==> src/rtl/branch_resolve.sv <==
// rtl/branch_resolve.sv - EX-stage branch/jump resolution with registered fetch redirect
// Predict-not-taken: taken control flow redirects fetch and flushes younger stages until accepted.
module branch_resolve #(
  parameter int PC_W  = 16,
  parameter int CNT_W = 16
) (
  input  logic             clk,
  input  logic             rst_n,
  input  logic             ex_valid,
  input  logic [4:0]       ex_opcode,
  input  logic             ex_cond,
  input  logic [PC_W-1:0]  ex_pc_inc,
  input  logic [PC_W-1:0]  ex_imm,
  input  logic [PC_W-1:0]  ex_alu_out,
  input  logic             redir_ready,
  input  logic             stat_clr,
  output logic             redir_valid,
  output logic [PC_W-1:0]  redir_pc,
  output logic             flush_if,
  output logic             flush_id,
  output logic             squash_ex,
  output logic             link_we,
  output logic [PC_W-1:0]  link_data,
  output logic             halted,
  output logic             err,
  output logic [CNT_W-1:0] br_cnt,
  output logic [CNT_W-1:0] taken_cnt
);

  typedef enum logic {IDLE, REDIR} state_e;

  localparam logic [4:0] OP_HALT = 5'b00000;
  localparam logic [4:0] OP_NOP  = 5'b00001;
  localparam logic [4:0] OP_J    = 5'b00100;
  localparam logic [4:0] OP_JR   = 5'b00101;
  localparam logic [4:0] OP_JAL  = 5'b00110;
  localparam logic [4:0] OP_JALR = 5'b00111;

  localparam logic [CNT_W-1:0] CNT_ONE = {{(CNT_W-1){1'b0}}, 1'b1};

  state_e           state_q, state_d;
  logic             redir_valid_q, redir_valid_d;
  logic [PC_W-1:0]  redir_pc_q, redir_pc_d;
  logic             halted_q, halted_d;
  logic             err_q, err_d;
  logic [CNT_W-1:0] br_cnt_q, br_cnt_d;
  logic [CNT_W-1:0] taken_cnt_q, taken_cnt_d;

  logic            is_cond, is_jump, is_reg_jump, is_link, known;
  logic            accepted, take, counted;
  logic [PC_W-1:0] target;

  always_comb begin
    is_cond     = (ex_opcode[4:2] == 3'b011);
    is_reg_jump = (ex_opcode == OP_JR) || (ex_opcode == OP_JALR);
    is_link     = (ex_opcode == OP_JAL) || (ex_opcode == OP_JALR);
    is_jump     = (ex_opcode == OP_J) || (ex_opcode == OP_JAL) || is_reg_jump;
    known       = is_cond || is_jump || (ex_opcode == OP_HALT) || (ex_opcode == OP_NOP);
    accepted    = ex_valid && (state_q == IDLE) && !halted_q;
    take        = accepted && (is_jump || (is_cond && ex_cond));
    counted     = accepted && (is_cond || is_jump);
    target      = is_reg_jump ? ex_alu_out : (ex_pc_inc + ex_imm);
  end

  always_comb begin
    state_d       = state_q;
    redir_valid_d = redir_valid_q;
    redir_pc_d    = redir_pc_q;
    halted_d      = halted_q;
    err_d         = err_q;
    br_cnt_d      = br_cnt_q;
    taken_cnt_d   = taken_cnt_q;

    case (state_q)
      IDLE: begin
        if (take) begin
          state_d       = REDIR;
          redir_valid_d = 1'b1;
          redir_pc_d    = target;
        end
      end
      REDIR: begin
        if (redir_ready) begin
          state_d       = IDLE;
          redir_valid_d = 1'b0;
        end
      end
      default: state_d = IDLE;
    endcase

    if (accepted && (ex_opcode == OP_HALT)) halted_d = 1'b1;
    if (accepted && !known)                 err_d    = 1'b1;

    // Clear has priority over a same-cycle increment; increments saturate.
    if (stat_clr) begin
      br_cnt_d    = '0;
      taken_cnt_d = '0;
    end else begin
      if (counted && (br_cnt_q != '1))  br_cnt_d    = br_cnt_q + CNT_ONE;
      if (take && (taken_cnt_q != '1))  taken_cnt_d = taken_cnt_q + CNT_ONE;
    end
  end

  always_ff @(posedge clk) begin
    if (!rst_n) begin
      state_q       <= IDLE;
      redir_valid_q <= 1'b0;
      redir_pc_q    <= '0;
      halted_q      <= 1'b0;
      err_q         <= 1'b0;
      br_cnt_q      <= '0;
      taken_cnt_q   <= '0;
    end else begin
      state_q       <= state_d;
      redir_valid_q <= redir_valid_d;
      redir_pc_q    <= redir_pc_d;
      halted_q      <= halted_d;
      err_q         <= err_d;
      br_cnt_q      <= br_cnt_d;
      taken_cnt_q   <= taken_cnt_d;
    end
  end

  assign redir_valid = redir_valid_q;
  assign redir_pc    = redir_pc_q;
  assign flush_if    = !halted_q && (take || (state_q == REDIR));
  assign flush_id    = flush_if;
  assign squash_ex   = (state_q == REDIR) && ex_valid;
  assign link_we     = accepted && is_link;
  assign link_data   = ex_pc_inc;
  assign halted      = halted_q;
  assign err         = err_q;
  assign br_cnt      = br_cnt_q;
  assign taken_cnt   = taken_cnt_q;

endmodule

==> config.mk <==
export PLATFORM = sky130hd
export DESIGN_NAME = branch_resolve
export DESIGN_NICKNAME = d
export VERILOG_FILES = /design/src/rtl/branch_resolve.sv
export SDC_FILE = /design/constraint.sdc
export NUM_CORES = 1
export LEC_CHECK = 0
export ABC_AREA = 1
export CORE_UTILIZATION = 59
export DETAILED_ROUTE_END_ITERATION = 12
export DONT_BUFFER_PORTS = 1
export GPL_ROUTABILITY_DRIVEN = 0
export PLACE_DENSITY_LB_ADDON = 0.3
export SKIP_CTS_REPAIR_TIMING = 1
export SLEW_MARGIN = 20
export SYNTH_ARGS = -nofsm -noshare
export SYNTH_HDL_FRONTEND = slang
export SYNTH_SLANG_ARGS = --single-unit
==> constraint.sdc <==
create_clock -name clk -period 3.2 [get_ports clk]
set_input_delay 0.64 -clock clk [delete_from_list [all_inputs] [get_ports clk]]
set_output_delay 0.64 -clock clk [all_outputs]
set_load 0.05 [all_outputs]
==> results of run 1 <==
[metrics by stage]
step	cells	setup slack [ns]
final	635	0.511
after global routing	635	0.404
after CTS	635	0.491
after detailed placement	627	0.733
after global placement	627	0.778
after floorplan	573	0.153
[sequential cells by signal, summed over array words and instances (netlist names)]
| signal | count |
|---|---|
| halted | 1 |
| redir_pc | 16 |
| br_cnt | 16 |
| taken_cnt | 16 |
| state_q | 1 |
| redir_valid | 1 |
| err | 1 |
[critical path, stage by stage (launching register included)]
cell and delay [ns]:
dfxtp_1 0.55, nor2_4 0.22, nand2_4 0.09, nor2_8 0.20, inv_2 0.21, a21oi_2 0.16
buf_4 0.31
[where the power goes]
group | total (W) | internal (W) | switching (W)
clock network | 0.000466 | 0.000256 | 0.000210
logic | 0.000255 | 0.0000896 | 0.000165
registers | 0.000706 | 0.000659 | 0.0000471
[worst paths after layout]
path / end / slack [ns] / from / depth (start not counted)
max: flush_id / 0.51 / halted$_SDFFE_PN0P_ / 6
min: redir_pc[0]$_SDFFE_PN0P_ / 0.47 / rst_n / 2
max reg2reg: taken_cnt[10]$_SDFFE_PP0P_ / 1.07 / taken_cnt[1]$_SDFFE_PP0P_ / 9
min reg2reg: state_q$_SDFF_PN0_ / 0.52 / state_q$_SDFF_PN0_ / 2
[metal layers]
| layer | up-vias | GRT usage, % | wire [um] |
|---|---|---|---|
| li1 | 1786 | - | - |
| met3 | 18 | 8.31 | 640 |
| met4 | 0 | 8.75 | 179 |
| met2 | 101 | 47.6 | 4230 |
| met5 | - | 0 | 0 |
| met1 | 1556 | 26.0 | 3320 |
[kinds of logic after synthesis]
logic type	after synthesis	share of synthesized area, %
XOR/XNOR	19	4.50
buffers and inverters	102	12.8
flip-flops	52	28.1
AND/OR/NAND/NOR	299	36.1
adder cells (fa/ha/maj)	18	6.29
AO/OA/AOI/OAI	83	12.1
[cells in the mapped netlist]
cell type  number
ha_1           17
nor3_1         15
and2_1          1
nor3b_1         1
a21oi_1        51
clkbuf_1        2
buf_4          17
buf_2           7
nor2_1         57
o21bai_1        2
and3_1          1
inv_2           6
buf_6           1
nor3_2          4
a31oi_1         6
xor2_1         11
nor2_2          5
nor2_8          2
inv_1          67
dfxtp_1        52
clkinv_1        1
fa_1            1
a21oi_2         1
nand2_4         3
or2_2           2
o21ai_1         4
nand3_1        33
nand4_1         5
nand2_2         3
nor3b_2         1
a211oi_2        2
o21ai_0        16
nor2_4          1
nand3b_1        3
o211ai_1        1
buf_8           1
xnor2_1         8
nand2_1       162
[area by class of cell]
cell class              count  area, um2
multi-input cells         419       2190
well taps                  75       93.8
repair buffers              7       52.6
flip-flops and latches     52       1040
fillers                   592       2220
clock inverters             2       38.8
clock buffers               6       82.6
inverters                  74        278
==> key figures, run 1 <==
STA
  – Final setup vio count: 0
  – Final setup TNS: 0 ns
  – Worst-margin pin slew: 0.732 ns
  – RSZ-0062 raised after global routing: no
  – Relative slew slack: 51.1%
  – Max Clk Rate: 372 MHz
  – Final Cycle Share: 84.0%
  – Post-layout min period: 2.69 ns
  – Final hold slack: 0.473 ns
  – Skew final: 0.00758 ns
  – Slew Viols, Final: 0
  – Final Hold Vio Count: 0

Logic synthesis
  – Yosys reg bits: 52
  – Yosys top cell area share: 28.1%
  – Cell area after synthesis: 0.00370 mm2
  – Seq/Total Area, Yosys: 28.1%
  – Ys Warns: 0
  – Ranking of synthesized cells by area: dfxtp_1 (28%), nand2_1 (16%), a21oi_1 (6.9%)
  – Synth cell types: 38
  – Syn Nets: 650
  – Mapped Cells: 573
  – Area leader, netlist: dfxtp_1
  – Mapped Avg Cell Area: 6.46 um2

Placement
  – Post-DP Area: 0.00365 mm2
  – DP HPWL: 6630 um
  – # port buffers: 0

CTS
  – Root Buffer: clkbuf_8
  – Clock sink count: 52
  – Maximum clock path buffer count: 2
  – Worst skew pair latency: 0.30 ns
  – Worst-path clk slew: 0.09 ns
  – CTS Buf Count: 5
  – CTS tree: done
  – H-tree levels: 2

Critical path
  – Setup crit start kind: flop
  – Critical-path maximum fanout: 25
  – Required time worst endpoint: 2.56 ns
  – Worst Setup Path Type: flop to output port
  – Crit path capture type: output port
  – Crit path DAT: 2.05 ns

Drt
  – Via density: 5.45
  – Vias: 3,461
  – Post-route ant nets: 0
  – Routed len/inst: 13.2 um
  – 1st-pass router iterations: 4
  – DRC: 0
  – Initial DRC count: 102
  – Routed WL: 8370 um

Global route
  – Initial antenna violation count: 0
  – First-pass GRT wire length: 13,200 um
  – Largest net degree at the start of global routing: 26
  – Grt ovf: 0
  – GRT Total Usage: 25.3%
  – Vias in the first global route: 3,129

Floorplan
  – Die height: 81.2 um
  – CORE AREA: 0.00599 mm2
  – Die area: 0.00659 mm2
  – Die W: 81.2 um
  – Num ports: 130
  – Starting density of the core: 61.8%
  – FP Rows: 28

Power
  – Peak VDD IR: 0.216 mV
  – Power Density: 378 mW/mm2
  – Leakage power: 1.65 nW
  – Overall power: 0.00143 W

Cells and area
  – Ant diodes: 0
  – Post-layout util: 63.0%
  – Commonest non-fill, non-tap cell in the layout: nand2_1
  – Net count of the finished layout: 636
  – Layout cells sized above 1: 8.21%
  – P&R area growth vs syn: 2.03%
  – Commonest non-fill, non-tap cells in the layout: nand2_1 (162), inv_1 (67), nor2_1 (57)
  – Design area: 0.00377 mm2

Status
  – Outcome: finished clean

Job
  – Max-cap viol count: 0

Worst hold path
  – Worst min path class: input port to flop
No activity file was read; power rests on OpenSTA's default activity.
==> inputs of run 2 (changes only) <==
Clock period 3.2 ns to 2.6 ns, I/O delays scaled along.
==> key figures, run 2 (synthesis gave the netlist of run 1 again) <==
STA
  – Relative slew slack: 61.8%
  – Setup WS post-layout: 0.407 ns
  – Final Cycle Share: 84.3%
  – Worst-margin pin slew: 0.573 ns
  – Skew final: 0.0105 ns
  – Final setup vio count: 0
  – Max Clk Rate: 456 MHz
  – Final setup TNS: 0 ns
  – RSZ-0062 raised after global routing: no
  – Final Hold Vio Count: 0
  – Slew Viols, Final: 0
  – Post-layout min period: 2.19 ns
  – Final hold slack: 0.351 ns

Power
  – Sw Ratio: 30.3%
  – Comb power frac: 18.2%
  – Clock power frac: 31.8%
  – NetSw: 0.000525 W
  – Leakage power: 1.81 nW
  – Peak VDD IR: 0.443 mV
  – Internal power: 0.00121 W
  – Flop pwr share: 50.0%
  – Power Density: 434 mW/mm2

Global route
  – Grt ovf: 0
  – First-pass GRT wire length: 14,000 um
  – Vias in the first global route: 3,262
  – Initial antenna violation count: 0
  – GRT Total Usage: 26.6%
  – Largest net degree at the start of global routing: 26

Floorplan
  – FP Rows: 28
  – Starting density of the core: 61.8%
  – Num ports: 130
  – Die area: 0.00659 mm2
  – CORE AREA: 0.00599 mm2
  – Die W: 81.2 um
  – Die height: 81.2 um

Critical path
  – Crit path DAT: 1.67 ns
  – Setup crit start kind: flop
  – Required time worst endpoint: 2.08 ns
  – Worst Setup Path Type: flop to output port
  – Critical-path maximum fanout: 13
  – Reg2Reg Setup Slack: 0.65 ns
  – Crit path capture type: output port

Placement
  – Inst Count DP: 657
  – # port buffers: 0
  – Post-place setup slack: 0.579 ns
  – DP HPWL: 6750 um

Drt
  – Routed wl met3: 474 um
  – Vias: 3,563
  – 1st-pass router iterations: 4
  – Met1 WL: 3450 um
  – Initial DRC count: 135
  – Top Layer Used: met4
  – Post-route ant nets: 0
  – Routed WL: 8490 um
  – Via density: 5.36
  – DRC: 0
  – Met2 wire length: 4460 um
  – Routed len/inst: 12.8 um

CTS
  – Clock sink count: 52
  – Root Buffer: clkbuf_8
  – Worst-path clk slew: 0.09 ns
  – H-tree levels: 2
  – Worst skew pair latency: 0.30 ns
  – Maximum clock path buffer count: 2
  – CTS tree: done
  – CTS Buf Count: 5

Status
  – Outcome: finished clean

Job
  – Max-cap viol count: 0

Cells and area
  – Ant diodes: 0
  – Post-layout util: 66.6%
  – Commonest non-fill, non-tap cell in the layout: nand2_1
  – Commonest non-fill, non-tap cells in the layout: nand2_1 (162), inv_1 (67), nor2_1 (57)
  – P&R area growth vs syn: 7.85%
  – Net count of the finished layout: 666
  – Post-Layout Cell Count: 665
  – Layout cells sized above 1: 12.9%

Worst hold path
  – Worst min path class: input port to flop
[run 2: worst max-delay path, stage by stage (launching register included)]
cell	delay [ns]
dfxtp_1	0.35
inv_2	0.09
nand2_2	0.08
nor2_4	0.11
nand2_4	0.08
nor2_8	0.19
inv_2	0.06
a21oi_2	0.12
buf_4	0.30
[run 2: worst paths after layout]
| kind | endpoint | startpoint | cells after the start |
|---|---|---|---|
| max | flush_id | state_q$_SDFF_PN0_ | 8 |
| min | redir_pc[0]$_SDFFE_PN0P_ | rst_n | 2 |
| max reg2reg | br_cnt[0]$_SDFFE_PP0P_ | br_cnt[1]$_SDFFE_PP0P_ | 9 |
| min reg2reg | taken_cnt[3]$_SDFFE_PP0P_ | taken_cnt[3]$_SDFFE_PP0P_ | 1 |
[run 2: per-layer routing]
| metal | up-vias | track usage [%] |
|---|---|---|
| met4 | 0 | 9.29 |
| met5 | - | 0 |
| met3 | 10 | 5.96 |
| met2 | 104 | 49.1 |
| met1 | 1604 | 29.7 |
| li1 | 1845 | - |
[run 2: final cells by class]
cell class	instances	area, um2
Timing Repair Buffer	37	278
Tap cell	75	93.8
Sequential cell	52	1040
Fill cell	558	2000
Multi-Input combinational cell	419	2190
Inverter	74	278
Clock inverter	3	42.5
Clock buffer	5	68.8
[run 2: power by group through the flow]
stage / Sequential, W / Clock, W / Combinational [W]
after floorplan: 0.000887 / 0 / 0.000324
after global placement: 0.000885 / 0 / 0.000307
after detailed placement: 0.000885 / 0 / 0.000315
after CTS: 0.000866 / 0.000562 / 0.000317
after global routing: 0.000867 / 0.000592 / 0.000364
final: 0.000866 / 0.000551 / 0.000315
[run 2: per-stage QoR]
step | power [W] | cell area [um2]
4_1_cts | 0.00174 | 3990
6_report | 0.00173 | 3990
3_5_place_dp | 0.00120 | 3880
3_3_place_gp | 0.00119 | 3880
2_1_floorplan | 0.00121 | 3700
5_1_grt | 0.00182 | 3990
